**src/rtl/lcd_arb_pkg.sv**
```systemverilog
// Shared types and sizes for the LCD source arbiter slice.
package lcd_arb_pkg;

    localparam int NREQ   = 4;
    localparam int ID_W   = 2;
    localparam int DATA_W = 128;

    typedef enum logic [1:0] {
        ST_IDLE    = 2'd0,
        ST_LOAD    = 2'd1,
        ST_SHOW    = 2'd2,
        ST_RELEASE = 2'd3
    } arb_state_e;

    function automatic logic [NREQ-1:0] id_onehot(input logic [ID_W-1:0] id);
        return {{(NREQ-1){1'b0}}, 1'b1} << id;
    endfunction

endpackage

```
**src/rtl/rr_pick.sv**
```systemverilog
// Round-robin winner select: search starts one past last_id and wraps.
module rr_pick
    import lcd_arb_pkg::*;
(
    input  logic [NREQ-1:0] req_mask_i,
    input  logic [ID_W-1:0] last_id_i,
    output logic [ID_W-1:0] win_id_o,
    output logic            any_valid_o
);

    logic [ID_W-1:0] cand_s;

    // Walk offsets from farthest to nearest so the nearest set bit is the last writer.
    always_comb begin
        win_id_o    = last_id_i;
        any_valid_o = 1'b0;
        cand_s      = {ID_W{1'b0}};
        for (int off = NREQ; off >= 1; off--) begin
            cand_s      = last_id_i + ID_W'(off);
            win_id_o    = req_mask_i[cand_s] ? cand_s : win_id_o;
            any_valid_o = any_valid_o | req_mask_i[cand_s];
        end
    end

endmodule

```
**src/rtl/lcd_src_arbiter.sv**
```systemverilog
// Arbitrates four hex-word sources onto one LCD num bus with dwell-based rotation
// and a manual pin override.
module lcd_src_arbiter
    import lcd_arb_pkg::*;
#(
    parameter int DWELL = 50000000,
    parameter int NREQ  = 4
) (
    input  logic                   clk,
    input  logic                   reset,
    input  logic [NREQ-1:0]        req,
    input  logic [NREQ*DATA_W-1:0] src_data,
    input  logic                   pin_en,
    input  logic [ID_W-1:0]        pin_sel,
    output logic [NREQ-1:0]        grant,
    output logic [DATA_W-1:0]      num,
    output logic                   active,
    output logic [ID_W-1:0]        active_id
);

    localparam int               CNT_W   = (DWELL > 1) ? $clog2(DWELL) : 1;
    localparam logic [CNT_W-1:0] CNT_MAX = CNT_W'(DWELL - 1);

    arb_state_e         state_q;
    logic [ID_W-1:0]    cur_id_q;
    logic [ID_W-1:0]    last_id_q;
    logic [CNT_W-1:0]   cnt_q;
    logic [NREQ-1:0]    grant_q;
    logic [DATA_W-1:0]  num_q;
    logic               active_q;
    logic [ID_W-1:0]    active_id_q;

    logic [DATA_W-1:0]  src_arr_s [NREQ];
    logic [ID_W-1:0]    win_id_s;
    logic               any_valid_s;
    logic               other_req_s;
    logic               show_exit_s;

    for (genvar i = 0; i < NREQ; i++) begin : g_src
        assign src_arr_s[i] = src_data[i*DATA_W +: DATA_W];
    end

    rr_pick u_rr_pick (
        .req_mask_i  (req),
        .last_id_i   (last_id_q),
        .win_id_o    (win_id_s),
        .any_valid_o (any_valid_s)
    );

    // Decide whether the current owner gives up the display this cycle.
    always_comb begin
        other_req_s = |(req & ~id_onehot(cur_id_q));
        show_exit_s = 1'b0;
        if (pin_en) begin
            show_exit_s = (pin_sel != cur_id_q);
        end else if (!req[cur_id_q]) begin
            show_exit_s = 1'b1;
        end else if ((cnt_q == CNT_MAX) && other_req_s) begin
            show_exit_s = 1'b1;
        end else begin
            show_exit_s = 1'b0;
        end
    end

    // Arbitration FSM with all outputs registered.
    always_ff @(posedge clk or posedge reset) begin
        if (reset) begin
            state_q     <= ST_IDLE;
            cur_id_q    <= {ID_W{1'b0}};
            last_id_q   <= ID_W'(NREQ - 1);
            cnt_q       <= {CNT_W{1'b0}};
            grant_q     <= {NREQ{1'b0}};
            num_q       <= {DATA_W{1'b0}};
            active_q    <= 1'b0;
            active_id_q <= {ID_W{1'b0}};
        end else begin
            case (state_q)
                ST_IDLE: begin
                    grant_q  <= {NREQ{1'b0}};
                    active_q <= 1'b0;
                    cnt_q    <= {CNT_W{1'b0}};
                    if (pin_en) begin
                        cur_id_q <= pin_sel;
                        state_q  <= ST_LOAD;
                    end else if (any_valid_s) begin
                        cur_id_q <= win_id_s;
                        state_q  <= ST_LOAD;
                    end else begin
                        state_q  <= ST_IDLE;
                    end
                end
                ST_LOAD: begin
                    num_q       <= src_arr_s[cur_id_q];
                    grant_q     <= id_onehot(cur_id_q);
                    active_q    <= 1'b1;
                    active_id_q <= cur_id_q;
                    cnt_q       <= {CNT_W{1'b0}};
                    state_q     <= ST_SHOW;
                end
                ST_SHOW: begin
                    // Live tracking: the owner's word is re-sampled every cycle.
                    num_q <= src_arr_s[cur_id_q];
                    if (show_exit_s) begin
                        grant_q  <= {NREQ{1'b0}};
                        active_q <= 1'b0;
                        state_q  <= ST_RELEASE;
                    end else begin
                        cnt_q    <= (cnt_q == CNT_MAX) ? cnt_q : cnt_q + CNT_W'(1);
                        state_q  <= ST_SHOW;
                    end
                end
                ST_RELEASE: begin
                    last_id_q <= cur_id_q;
                    grant_q   <= {NREQ{1'b0}};
                    active_q  <= 1'b0;
                    state_q   <= ST_IDLE;
                end
                default: begin
                    grant_q  <= {NREQ{1'b0}};
                    active_q <= 1'b0;
                    state_q  <= ST_IDLE;
                end
            endcase
        end
    end

    assign grant     = grant_q;
    assign num       = num_q;
    assign active    = active_q;
    assign active_id = active_id_q;

endmodule

```
**config.mk**
```make
export PLATFORM = sky130hd
export DESIGN_NAME = lcd_src_arbiter
export DESIGN_NICKNAME = d
export VERILOG_FILES = /design/src/rtl/lcd_arb_pkg.sv /design/src/rtl/rr_pick.sv /design/src/rtl/lcd_src_arbiter.sv
export SDC_FILE = /design/constraint.sdc
export NUM_CORES = 1
export LEC_CHECK = 0
export ABC_AREA = 1
export BUFFER_PORTS_ARGS = -buffer_cell sky130_fd_sc_hd__buf_4
export CAP_MARGIN = 5
export CORE_AREA = 2 2 255 257
export CTS_CLUSTER_DIAMETER = 150
export DETAILED_ROUTE_END_ITERATION = 16
export DIE_AREA = 0 0 257 259
export SLEW_MARGIN = 5
export SYNTH_ARGS = -nofsm -noshare
export SYNTH_HDL_FRONTEND = slang
export SYNTH_SLANG_ARGS = --single-unit
```
**constraint.sdc**
```tcl
create_clock -name clk -period 10.7 [get_ports clk]
set_clock_uncertainty 0.15 [all_clocks]
set_input_delay 1.07 -clock clk [delete_from_list [all_inputs] [get_ports clk]]
set_output_delay 1.07 -clock clk [all_outputs]
set_load 0.05 [all_outputs]
```
==> impl_metrics.toml, run 1 <==
[outcome]
status = "completed"

[drt]
route.detailed.drc = 0
postRouteWirelength_mm = 50.2
drt.antenna.violating_nets = 0
avgRoutedWirePerCell_um = 18.4
detailedRoute.firstIterationViolations = 904
avgViaCountPerCell = 4.37
via_count = 11900
detailedRoute.firstPassIterationCount = 6

[hold_path]
hold_path_depth = 2
min_path_type = "reg -> reg"

[clock_network]
setup_repair_bufs_after_cts = 0
ctsLongestPathBuffers = 2
worst_setup_hold_path_clk_slew_ns = 0.08
cts_tree = "done"
insertion_delay_ns = 0.46
post_cts_hold_buffer_count = 0
cts.sinks = 167
cts-htree-levels = 4
post_cts_sizing_count = 0
ctsRootBufferMaster = "sky130_fd_sc_hd__clkbuf_16"
numCtsBuffers = 17

[setup_path]
timing.critical_path.required_ns = 10.95
cpMostUsedCell = "sky130_fd_sc_hd__nand2_1"
critical_path_buf_inv_count = 3
slowest_delay_ns = 0.71
critPathMaxFanout = 27
timing.critical_path.cells = "inv_1 -> ha_1 -> clkinv_1 -> o21bai_2 -> inv_2 -> nand2_4 -> nand2_1 -> nand2_1"
reg_to_reg_slack_setup_ns = 7.69
reg2reg_depth = 8
cpLargestDelayFamily = "buffers and inverters"
cp-end-kind = "flop"
crit_arrival_ns = 3.27
cp_num_cells = 8
critical_path.startpoint_type = "flop"
timing_worst_setup_path_type = "reg -> reg"
cell_with_the_biggest_individual_delay_on_the_critical_path = "sky130_fd_sc_hd__clkinv_1"

[yosys]
synth.ff_latch_count = 167
yosysWarningCount = 0
yosysSeqAreaShare = 0.427
synth_cells = 1264
avgSynthCellArea_um2 = 7.75
yosysUniqueCellTypes = 31
synth_nets = 1793
syn_area_um2 = 9790

[sta]
smallest_setup_slack_after_layout_ns = 7.69
worst_slew_pin_slew_ns = 1.08
hold_violation_count_in_the_final_report = 0
maxClockFrequency_mhz = 332
final_period_minus_worst_setup_slack_ns = 3.01
rsz0062_at_grt = "false"
fin_hold_ws_ns = 0.364
relSlewSlack = 0.282
totalNegativeSetupSlack_ns = 0
post-route-period-util = 0.282
drv_slew = 0
setup_viol = 0

[pwr]
power.density_cell_area_nw_per_um2 = 323
power_leakage_nw = 7.16
max-vdd-ir-drop_mv = 0.212

[placed_design]
port-buffer-count = 655
detailedPlace.worstSlack_ns = 7.31
finalWeightedCongestion = 0.873
detailedPlacementHpwl_mm = 38.8

[final_layout]
area_growth_pct = 64.2
layout_commonest_cell = "sky130_fd_sc_hd__buf_4"
layout-drive-gt1-share = 0.383
most-common-layout-cells = "665 x sky130_fd_sc_hd__buf_4, 357 x sky130_fd_sc_hd__nand2_1, 209 x sky130_fd_sc_hd__nor2_1"
n_fill_cell = 7082
final_nets = 2381

[floorplanning]
core.rowCount = 93
design.portCount = 656
initial_util = 0.153
core_region_area_um2 = 63900
die_y_um = 259
die_area_um2 = 66600
die_width_um = 257

[run]
cap_violations = 0

[grt]
grt.overflow.total = 0
global_route.usage.total = 0.145
maximum_number_of_pins_on_one_net_before_global_route_repair = 93
number_of_antenna_violations_at_the_first_check_in_global_routing = 11
global_route_wire_length_before_repair_mm = 72.6
vias_in_the_first_global_route = 11400
## logic make-up (layout without fill, tap and decap cells)
logic type | after synthesis | in the layout | share of synthesized area
buffers and inverters | 134 | 735 | 0.0563
xor gates and xnor gates | 13 | 13 | 0.0116
DFF | 167 | 167 | 0.427
AOI/OAI and AO/OA | 309 | 309 | 0.241
other | 0 | 7 | 0
adders and majority gates | 8 | 8 | 0.0102
and+or+nand+nor | 633 | 633 | 0.254
## final timing paths
kind | from | endpoint
min in group asynchronous | reset | num[3]
max reg2reg | state_q[0] | cnt_q[3]
min reg2reg | cnt_q[1] | cnt_q[1]
max in group asynchronous | reset | cnt_q[23]
min | cnt_q[1] | cnt_q[1]
max | state_q[0] | cnt_q[3]
## routing by layer
layer  vias up  GRT usage  share of wire
li1       5637          -              -
met1      5680      0.185           0.42
met2       539      0.226           0.47
met3        47     0.0505          0.089
met4         2     0.0494          0.019
met5         -          0        0.00022
## final cells by class
type / count / area [µm²] / area share
multi-input combinational: 963 / 5080 / 0.316
timing repair buffer: 665 / 4990 / 0.310
sequential: 167 / 4180 / 0.260
tap: 855 / 1070 / 0.0665
clock buffer: 18 / 429 / 0.0267
clock inverter: 14 / 155 / 0.00965
inverter: 38 / 153 / 0.00949
antenna: 7 / 17.5 / 0.00109
## sequential cells by signal (all words and copies together) (netlist names)
signal and flops:
active 1, grant 4, cnt_q 26, state_q 2, last_id_q 2, cur_id_q 2, active_id 2, num 128
## tightest hold or removal path, stage by stage, from the launching register on
cell and delay, ns:
sky130_fd_sc_hd__dfrtp_1 0.37, sky130_fd_sc_hd__nand2_1 0.06, sky130_fd_sc_hd__nand2_1 0.05
## stage by stage
stage,area [µm²],power [mW],instances,utilization
2_1_floorplan,9790,3.46,1264,-
3_3_place_gp,15500,4.55,2688,0.242
3_5_place_dp,15500,4.58,2688,0.242
4_1_cts,16100,5.25,2720,0.251
5_1_grt,16100,5.54,2726,0.252
6_report,16100,5.20,2727,0.252
## power breakdown
part / internal (mW) / switching [mW] / leakage [nW] / total, mW
registers: 0.947 / 0.206 / 1.98 / 1.15
clock network: 0.332 / 0.318 / 0.283 / 0.650
logic: 1.05 / 2.34 / 4.90 / 3.39
## cell usage after synthesis
cell type / n / area [µm²]
sky130_fd_sc_hd__a31oi_1: 34 / 213
sky130_fd_sc_hd__and2_1: 1 / 6.26
sky130_fd_sc_hd__nor2_1: 209 / 785
sky130_fd_sc_hd__o211ai_1: 1 / 7.51
sky130_fd_sc_hd__a22oi_1: 162 / 1220
sky130_fd_sc_hd__ha_1: 8 / 100
sky130_fd_sc_hd__nand3_2: 1 / 10.0
sky130_fd_sc_hd__nand3_1: 53 / 265
sky130_fd_sc_hd__a21oi_1: 7 / 35.0
sky130_fd_sc_hd__clkbuf_1: 59 / 221
sky130_fd_sc_hd__clkinv_1: 2 / 7.51
sky130_fd_sc_hd__inv_1: 33 / 124
sky130_fd_sc_hd__nand2_4: 1 / 11.3
sky130_fd_sc_hd__buf_6: 2 / 22.5
sky130_fd_sc_hd__dfstp_2: 2 / 52.6
sky130_fd_sc_hd__nor2_2: 3 / 18.8
sky130_fd_sc_hd__nand2_1: 357 / 1340
sky130_fd_sc_hd__nand2_2: 1 / 6.26
sky130_fd_sc_hd__nor3_1: 5 / 25.0
sky130_fd_sc_hd__xnor2_1: 9 / 78.8
sky130_fd_sc_hd__inv_2: 3 / 11.3
sky130_fd_sc_hd__o21ai_1: 2 / 10.0
sky130_fd_sc_hd__o21bai_2: 1 / 11.3
sky130_fd_sc_hd__dfrtp_1: 165 / 4130
sky130_fd_sc_hd__o21ai_0: 8 / 40.0
sky130_fd_sc_hd__buf_1: 8 / 30.0
sky130_fd_sc_hd__nand3_4: 1 / 17.5
sky130_fd_sc_hd__buf_2: 27 / 135
sky130_fd_sc_hd__xor2_1: 4 / 35.0
sky130_fd_sc_hd__or2_2: 1 / 6.26
sky130_fd_sc_hd__a41oi_1: 94 / 823
No activity file was read; power rests on OpenSTA's default activity.
==> inputs of run 2 (changes only) <==
- ABC_AREA: 1 -> 0
- CORE_AREA: 2 2 255 257 -> 2 2 258 260
- DIE_AREA: 0 0 257 259 -> 0 0 260 262
- clock period: 10.7 -> 3.1 ns (I/O delays scaled with it)
==> run 2 against run 1 <==
  * Total power rose to 3.5 times the previous value
  * Global-route usage down 1.8 points
  * Critical endpoint is now cnt_q[11]
  * Fmax up 20%
  * Non-clock buffer count up 18
==> impl_metrics.toml, run 2 <==
[outcome]
status = "completed"

[yosys]
yosysSeqAreaShare = 0.415
post_synth_most_frequent_cells = "165 x sky130_fd_sc_hd__dfrtp_1, 137 x sky130_fd_sc_hd__mux2_2, 129 x sky130_fd_sc_hd__mux4_2"
synth_area_leaders = "sky130_fd_sc_hd__dfrtp_1 41%, sky130_fd_sc_hd__mux4_2 29%, sky130_fd_sc_hd__mux2_2 15%"
synth.ff_latch_count = 167
yosysWarningCount = 0
synthArstFlopShare = 1.00
syn_area_um2 = 10100
avgSynthCellArea_um2 = 14.6
post-synth-top-area-fraction = 0.410
synth_cells = 689
yosys_most_used_dff = "sky130_fd_sc_hd__dfrtp_1"
netlist.top_cell.by_area = "sky130_fd_sc_hd__dfrtp_1"
yosysUniqueCellTypes = 56
synth_enable_flop_cells = 0
yosysMostFrequentCell = "sky130_fd_sc_hd__dfrtp_1"
synth_nets = 1218

[pwr]
sw_frac_of_total = 0.458
seq_power_share = 0.213
p_switching_mw = 8.32
power_frac_clock = 0.121
cell_internal_pwr_mw = 9.84
combinational_cell_fraction_of_total_power = 0.666
max-vdd-ir-drop_mv = 0.675
power_leakage_nw = 7.40
power.density_cell_area_nw_per_um2 = 1080

[grt]
number_of_antenna_violations_at_the_first_check_in_global_routing = 17
grt.overflow.total = 0
global_route_wire_length_before_repair_mm = 63.0
global_route.usage.total = 0.127
vias_in_the_first_global_route = 9929
maximum_number_of_pins_on_one_net_before_global_route_repair = 84

[floorplanning]
die_area_um2 = 68100
initial_util = 0.154
core.rowCount = 94
core_region_area_um2 = 65300
die_width_um = 260
design.portCount = 656
die_y_um = 262

[drt]
avgViaCountPerCell = 4.15
route.detailed.drc = 0
drt.antenna.violating_nets = 0
avgRoutedWirePerCell_um = 20.1
postRouteWirelength_mm = 44.7
detailedRoute.firstPassIterationCount = 4
detailedRoute.firstIterationViolations = 435
via_count = 9229

[setup_path]
cell_with_the_biggest_individual_delay_on_the_critical_path = "sky130_fd_sc_hd__dfrtp_4"
slowest_delay_ns = 0.53
critPathMaxFanout = 10
timing.critical_path.cells = "mux4_2 -> and2b_2 -> a2bb2oi_2 -> nand3_1 -> or4_1 -> nand3_1"
critical_path.startpoint_type = "flop"
timing_worst_setup_path_type = "reg -> reg"
cp-end-kind = "flop"
timing.critical_path.required_ns = 3.36
crit_arrival_ns = 2.78
cpMostUsedCell = "sky130_fd_sc_hd__nand3_1"

[final_layout]
most-common-layout-cells = "669 x sky130_fd_sc_hd__buf_4, 163 x sky130_fd_sc_hd__dfrtp_1, 137 x sky130_fd_sc_hd__mux2_2"
seq_area_um2 = 4190
multi_input_area_um2 = 5650
n_fill_cell = 6864
layout_commonest_cell = "sky130_fd_sc_hd__buf_4"
final_nets = 1866
layout-drive-gt1-share = 0.734
largest_reg_flops = 128
fin_area_um2 = 16900
area_growth_pct = 67.3

[clock_network]
insertion_delay_ns = 0.47
worst_setup_hold_path_clk_slew_ns = 0.07
cts_tree = "done"
numCtsBuffers = 17
cts-htree-levels = 4
setup_repair_bufs_after_cts = 0
ctsLongestPathBuffers = 2
ctsRootBufferMaster = "sky130_fd_sc_hd__clkbuf_16"
cts.sinks = 167

[placed_design]
finalWeightedCongestion = 0.910
port-buffer-count = 655
place_area_um2 = 16200
detailedPlacementHpwl_mm = 37.3
detailedPlace.worstSlack_ns = 0.602

[sta]
fin_hold_ws_ns = 0.0798
rsz0062_at_grt = "false"
setup_viol = 0
drv_slew = 0
final_period_minus_worst_setup_slack_ns = 2.52
relSlewSlack = 0.503
post-route-period-util = 0.812
hold_violation_count_in_the_final_report = 0
totalNegativeSetupSlack_ns = 0
maxClockFrequency_mhz = 397
smallest_setup_slack_after_layout_ns = 0.582
worst_slew_pin_slew_ns = 0.745

[run]
cap_violations = 0

[hold_path]
min_path_type = "in -> reg"
[run 2: cell count changes after synthesis, sizes merged, moves of 8 or more]
| cell | change |
|---|---|
| or4 | +8 |
| a31oi | -29 |
| a41oi | -93 |
| inv | -27 |
| mux4 | +129 |
| buf | -17 |
| a22oi | -162 |
| nand2 | -320 |
| o21ai | +9 |
| clkbuf | -25 |
| nand3 | -43 |
| nor2 | -199 |
| mux2 | +138 |
| and3 | +8 |
[run 2: repair_timing]
action / in CTS / in global routing
setup endpoints to repair: 0 / 0
resized for setup: 0 / 0
hold buffers: 2 / 0
hold endpoints to repair: 21 / 0
[run 2: metrics by stage]
stage / std cells / power, mW / utilization
after floorplan: 689 / 12.3 / -
after global placement: 2180 / 16.0 / 0.249
final: 2225 / 18.2 / 0.258
after CTS: 2214 / 18.5 / 0.258
after detailed placement: 2180 / 16.1 / 0.249
after global routing: 2218 / 19.2 / 0.258
[run 2: final cells by class]
| type | count | area share |
|---|---|---|
| Tap cell | 864 | 0.0642 |
| Antenna cell | 11 | 0.00163 |
| Clock inverter | 13 | 0.00824 |
| Timing Repair Buffer | 683 | 0.313 |
| Inverter | 10 | 0.00245 |
| Sequential cell | 167 | 0.249 |
| Clock buffer | 19 | 0.0263 |
| Multi-Input combinational cell | 458 | 0.335 |
[run 2: cell families after synthesis]
logic type | synth area share
AOI/OAI and AO/OA | 0.0436
xor gates and xnor gates | 0.00174
adders and majority gates | 0.00994
buffers and inverters | 0.0255
DFF | 0.415
muxes | 0.444
and+or+nand+nor | 0.0605
[run 2: metal layers]
metal	vias up	GRT usage	wire length, µm
li1	4071	-	-
met1	4689	0.146	16500
met2	409	0.214	23100
met3	54	0.0475	3830
met4	6	0.0482	1250
met5	-	0	35
[run 2: final timing paths]
kind                                   from          end  slack, ns  depth (start not counted)
worst max-delay path            cur_id_q[1]    cnt_q[11]       0.58                          6
worst min-delay path             pin_sel[1]  cur_id_q[1]       0.08                          4
worst max register to register  cur_id_q[1]    cnt_q[11]       0.58                          6
worst min register to register     grant[0]     grant[0]       0.36                          1
max in group asynchronous             reset      num[46]       1.56                          5
min in group asynchronous             reset      num[16]       0.35                          3
[run 2: critical path, delay by kind of cell (launching register included)]
family | cells | cell delay (ns)
DFF | 1 | 0.53
AOI/OAI and AO/OA | 1 | 0.41
and+or+nand+nor | 4 | 1.02
muxes | 1 | 0.35
[run 2: power groups by stage]
stage / sequential, mW / combinational (mW) / clock (mW)
2_1_floorplan: 6.86 / 5.40 / 0
3_3_place_gp: 3.86 / 12.1 / 0
3_5_place_dp: 3.90 / 12.2 / 0
4_1_cts: 3.88 / 12.3 / 2.33
5_1_grt: 4.01 / 12.8 / 2.39
6_report: 3.87 / 12.1 / 2.19
==> inputs of run 3 (changes only) <==
- clock period: 3.1 -> 2.2 ns (I/O delays scaled with it)
==> run 3 against run 2 <==
  * The flow now finishes with violations (setup timing)
  * Global-route usage increased by 0.58 points
  * Count of clock-buffer cells in the layout increased by 1
  * Via count increased by 8.1%
  * Sequential share of layout area decreased by 2.2 points
  * Register-to-register slack got worse by 0.70 ns
  * Clock power increased by 44%
  * Final cell count increased by 5.7%
  * Critical path depth unchanged
  * Critical endpoint is now grant[3]
  * Sequential power increased by 39%
  * Setup slack got worse by 0.70 ns
==> impl_metrics.toml, run 3 (synthesis gave the netlist of run 2 again) <==
[outcome]
status = "finished, violations left"
violated_checks = "setup timing"

[setup_path]
cell_with_the_biggest_individual_delay_on_the_critical_path = "sky130_fd_sc_hd__mux4_2"
timing.critical_path.required_ns = 2.40
critical_path_buf_inv_count = 1
slowest_delay_ns = 0.50
cp-end-kind = "flop"
critPathMaxFanout = 5
cpLargestDelayFamily = "multiplexers"
timing.critical_path.cells = "mux4_2 -> and2b_2 -> a21boi_2 -> o21ai_2 -> buf_6 -> mux2_2"
crit_arrival_ns = 2.52
critical_path.startpoint_type = "flop"
timing_worst_setup_path_type = "reg -> reg"

[clock_network]
ctsLongestPathBuffers = 2
worst_setup_hold_path_clk_slew_ns = 0.08
insertion_delay_ns = 0.46
ctsRootBufferMaster = "sky130_fd_sc_hd__clkbuf_16"
numCtsBuffers = 17
cts-htree-levels = 4
cts.sinks = 167
cts_tree = "done"

[pwr]
max-vdd-ir-drop_mv = 0.888
power.density_cell_area_nw_per_um2 = 1470
power_total_mw = 27.1
power_leakage_nw = 8.20

[sta]
rsz0062_at_grt = "true"
hold_violation_count_in_the_final_report = 0
fin_hold_ws_ns = 0.0435
worst_slew_pin_slew_ns = 0.811
relSlewSlack = 0.460
totalNegativeSetupSlack_ns = -1.65
smallest_setup_slack_after_layout_ns = -0.118
maxClockFrequency_mhz = 431
drv_slew = 0
setup_viol = 24
final_period_minus_worst_setup_slack_ns = 2.32
post-route-period-util = 1.05

[drt]
route.detailed.drc = 0
postRouteWirelength_mm = 48.5
via_count = 9974
met3WireLength_mm = 3.54
avgViaCountPerCell = 4.24
top_layer = "met5"
detailedRoute.firstPassIterationCount = 5
routed-wl-met2_mm = 25.9
avgRoutedWirePerCell_um = 20.6
drt.antenna.violating_nets = 0
detailedRoute.firstIterationViolations = 532
route.layer.met1.wl_mm = 18.4

[grt]
grt.overflow.total = 0
vias_in_the_first_global_route = 10400
maximum_number_of_pins_on_one_net_before_global_route_repair = 79
number_of_antenna_violations_at_the_first_check_in_global_routing = 9
global_route.usage.total = 0.133
global_route_wire_length_before_repair_mm = 66.2

[placed_design]
finalWeightedCongestion = 0.868
detailedPlace.worstSlack_ns = -0.161
detailedPlacementHpwl_mm = 38.8
port-buffer-count = 655

[final_layout]
layout-drive-gt1-share = 0.734
utilization = 0.283
multi_input_area_um2 = 5900
n_fill_cell = 6709
area_growth_pct = 83.3
seq_area_um2 = 4190
layout_commonest_cell = "sky130_fd_sc_hd__buf_4"
antenna_cells = 0
most-common-layout-cells = "709 x sky130_fd_sc_hd__buf_4, 163 x sky130_fd_sc_hd__dfrtp_1, 137 x sky130_fd_sc_hd__mux2_2"
largest_reg_flops = 128
final_nets = 2004

[floorplanning]
core.rowCount = 94
die_y_um = 262
die_width_um = 260
initial_util = 0.154
design.portCount = 656
core_region_area_um2 = 65300
die_area_um2 = 68100

[run]
cap_violations = 0

[hold_path]
min_path_type = "in -> reg"
==> run 3: cell types whose count changed in the layout (fill, tap and decap cells not counted), sizes merged <==
| cell | change |
|---|---|
| diode | -11 |
| clkinvlp | -2 |
| dlygate4sd3 | +80 |
| clkinv | -1 |
| inv | +2 |
| buf | +56 |
| clkbuf | +3 |
==> run 3: metal layers <==
layer  GRT usage  vias up
met2       0.234      490
li1            -     4336
met4      0.0345        2
met5           0        -
met3      0.0420       60
met1       0.155     5086
==> run 3: where the power goes <==
part	internal (mW)	switching, mW	total [mW]	leakage (nW)
combinational	8.57	9.93	18.5	5.89
clock	1.69	1.47	3.16	0.292
sequential	4.56	0.835	5.39	2.02
==> run 3: repair_timing <==
action / 4_1_cts / 5_1_grt
setup endpoints to repair: 29 / 81
setup buffers: 2 / 5
resized for setup: 24 / 48
hold endpoints to repair: 185 / 0
hold buffers: 82 / 0
cloned: 0 / 2
pin swaps: 6 / 19
==> run 3: worst paths after layout <==
path / depth (start not counted) / end / slack [ns] / startpoint
worst min-delay path: 3 / num[82] / 0.04 / src_data[466]
max in group asynchronous: 5 / last_id_q[0] / 1.07 / reset
worst min register to register: 1 / num[57] / 0.36 / num[57]
worst max register to register: 6 / grant[3] / -0.12 / cur_id_q[1]
worst max-delay path: 6 / grant[3] / -0.12 / cur_id_q[1]
min in group asynchronous: 4 / num[50] / 0.22 / reset
==> run 3: stage by stage <==
step	area (µm²)	instances
2_1_floorplan	10100	689
3_3_place_gp	16700	2229
3_5_place_dp	16700	2229
4_1_cts	18200	2345
5_1_grt	18500	2352
6_report	18500	2352
==> run 3: cell type report <==
type | count | area share
Clock buffer | 20 | 0.0253
Clock inverter | 12 | 0.00705
Inverter | 10 | 0.00224
Multi-Input combinational cell | 458 | 0.319
Sequential cell | 167 | 0.227
Tap cell | 864 | 0.0586
Timing Repair Buffer | 821 | 0.361
==> run 3: tightest hold or removal path, stage by stage <==
cell and delay (ns):
sky130_fd_sc_hd__buf_4 0.08, sky130_fd_sc_hd__mux4_2 0.21, sky130_fd_sc_hd__mux2_2 0.13
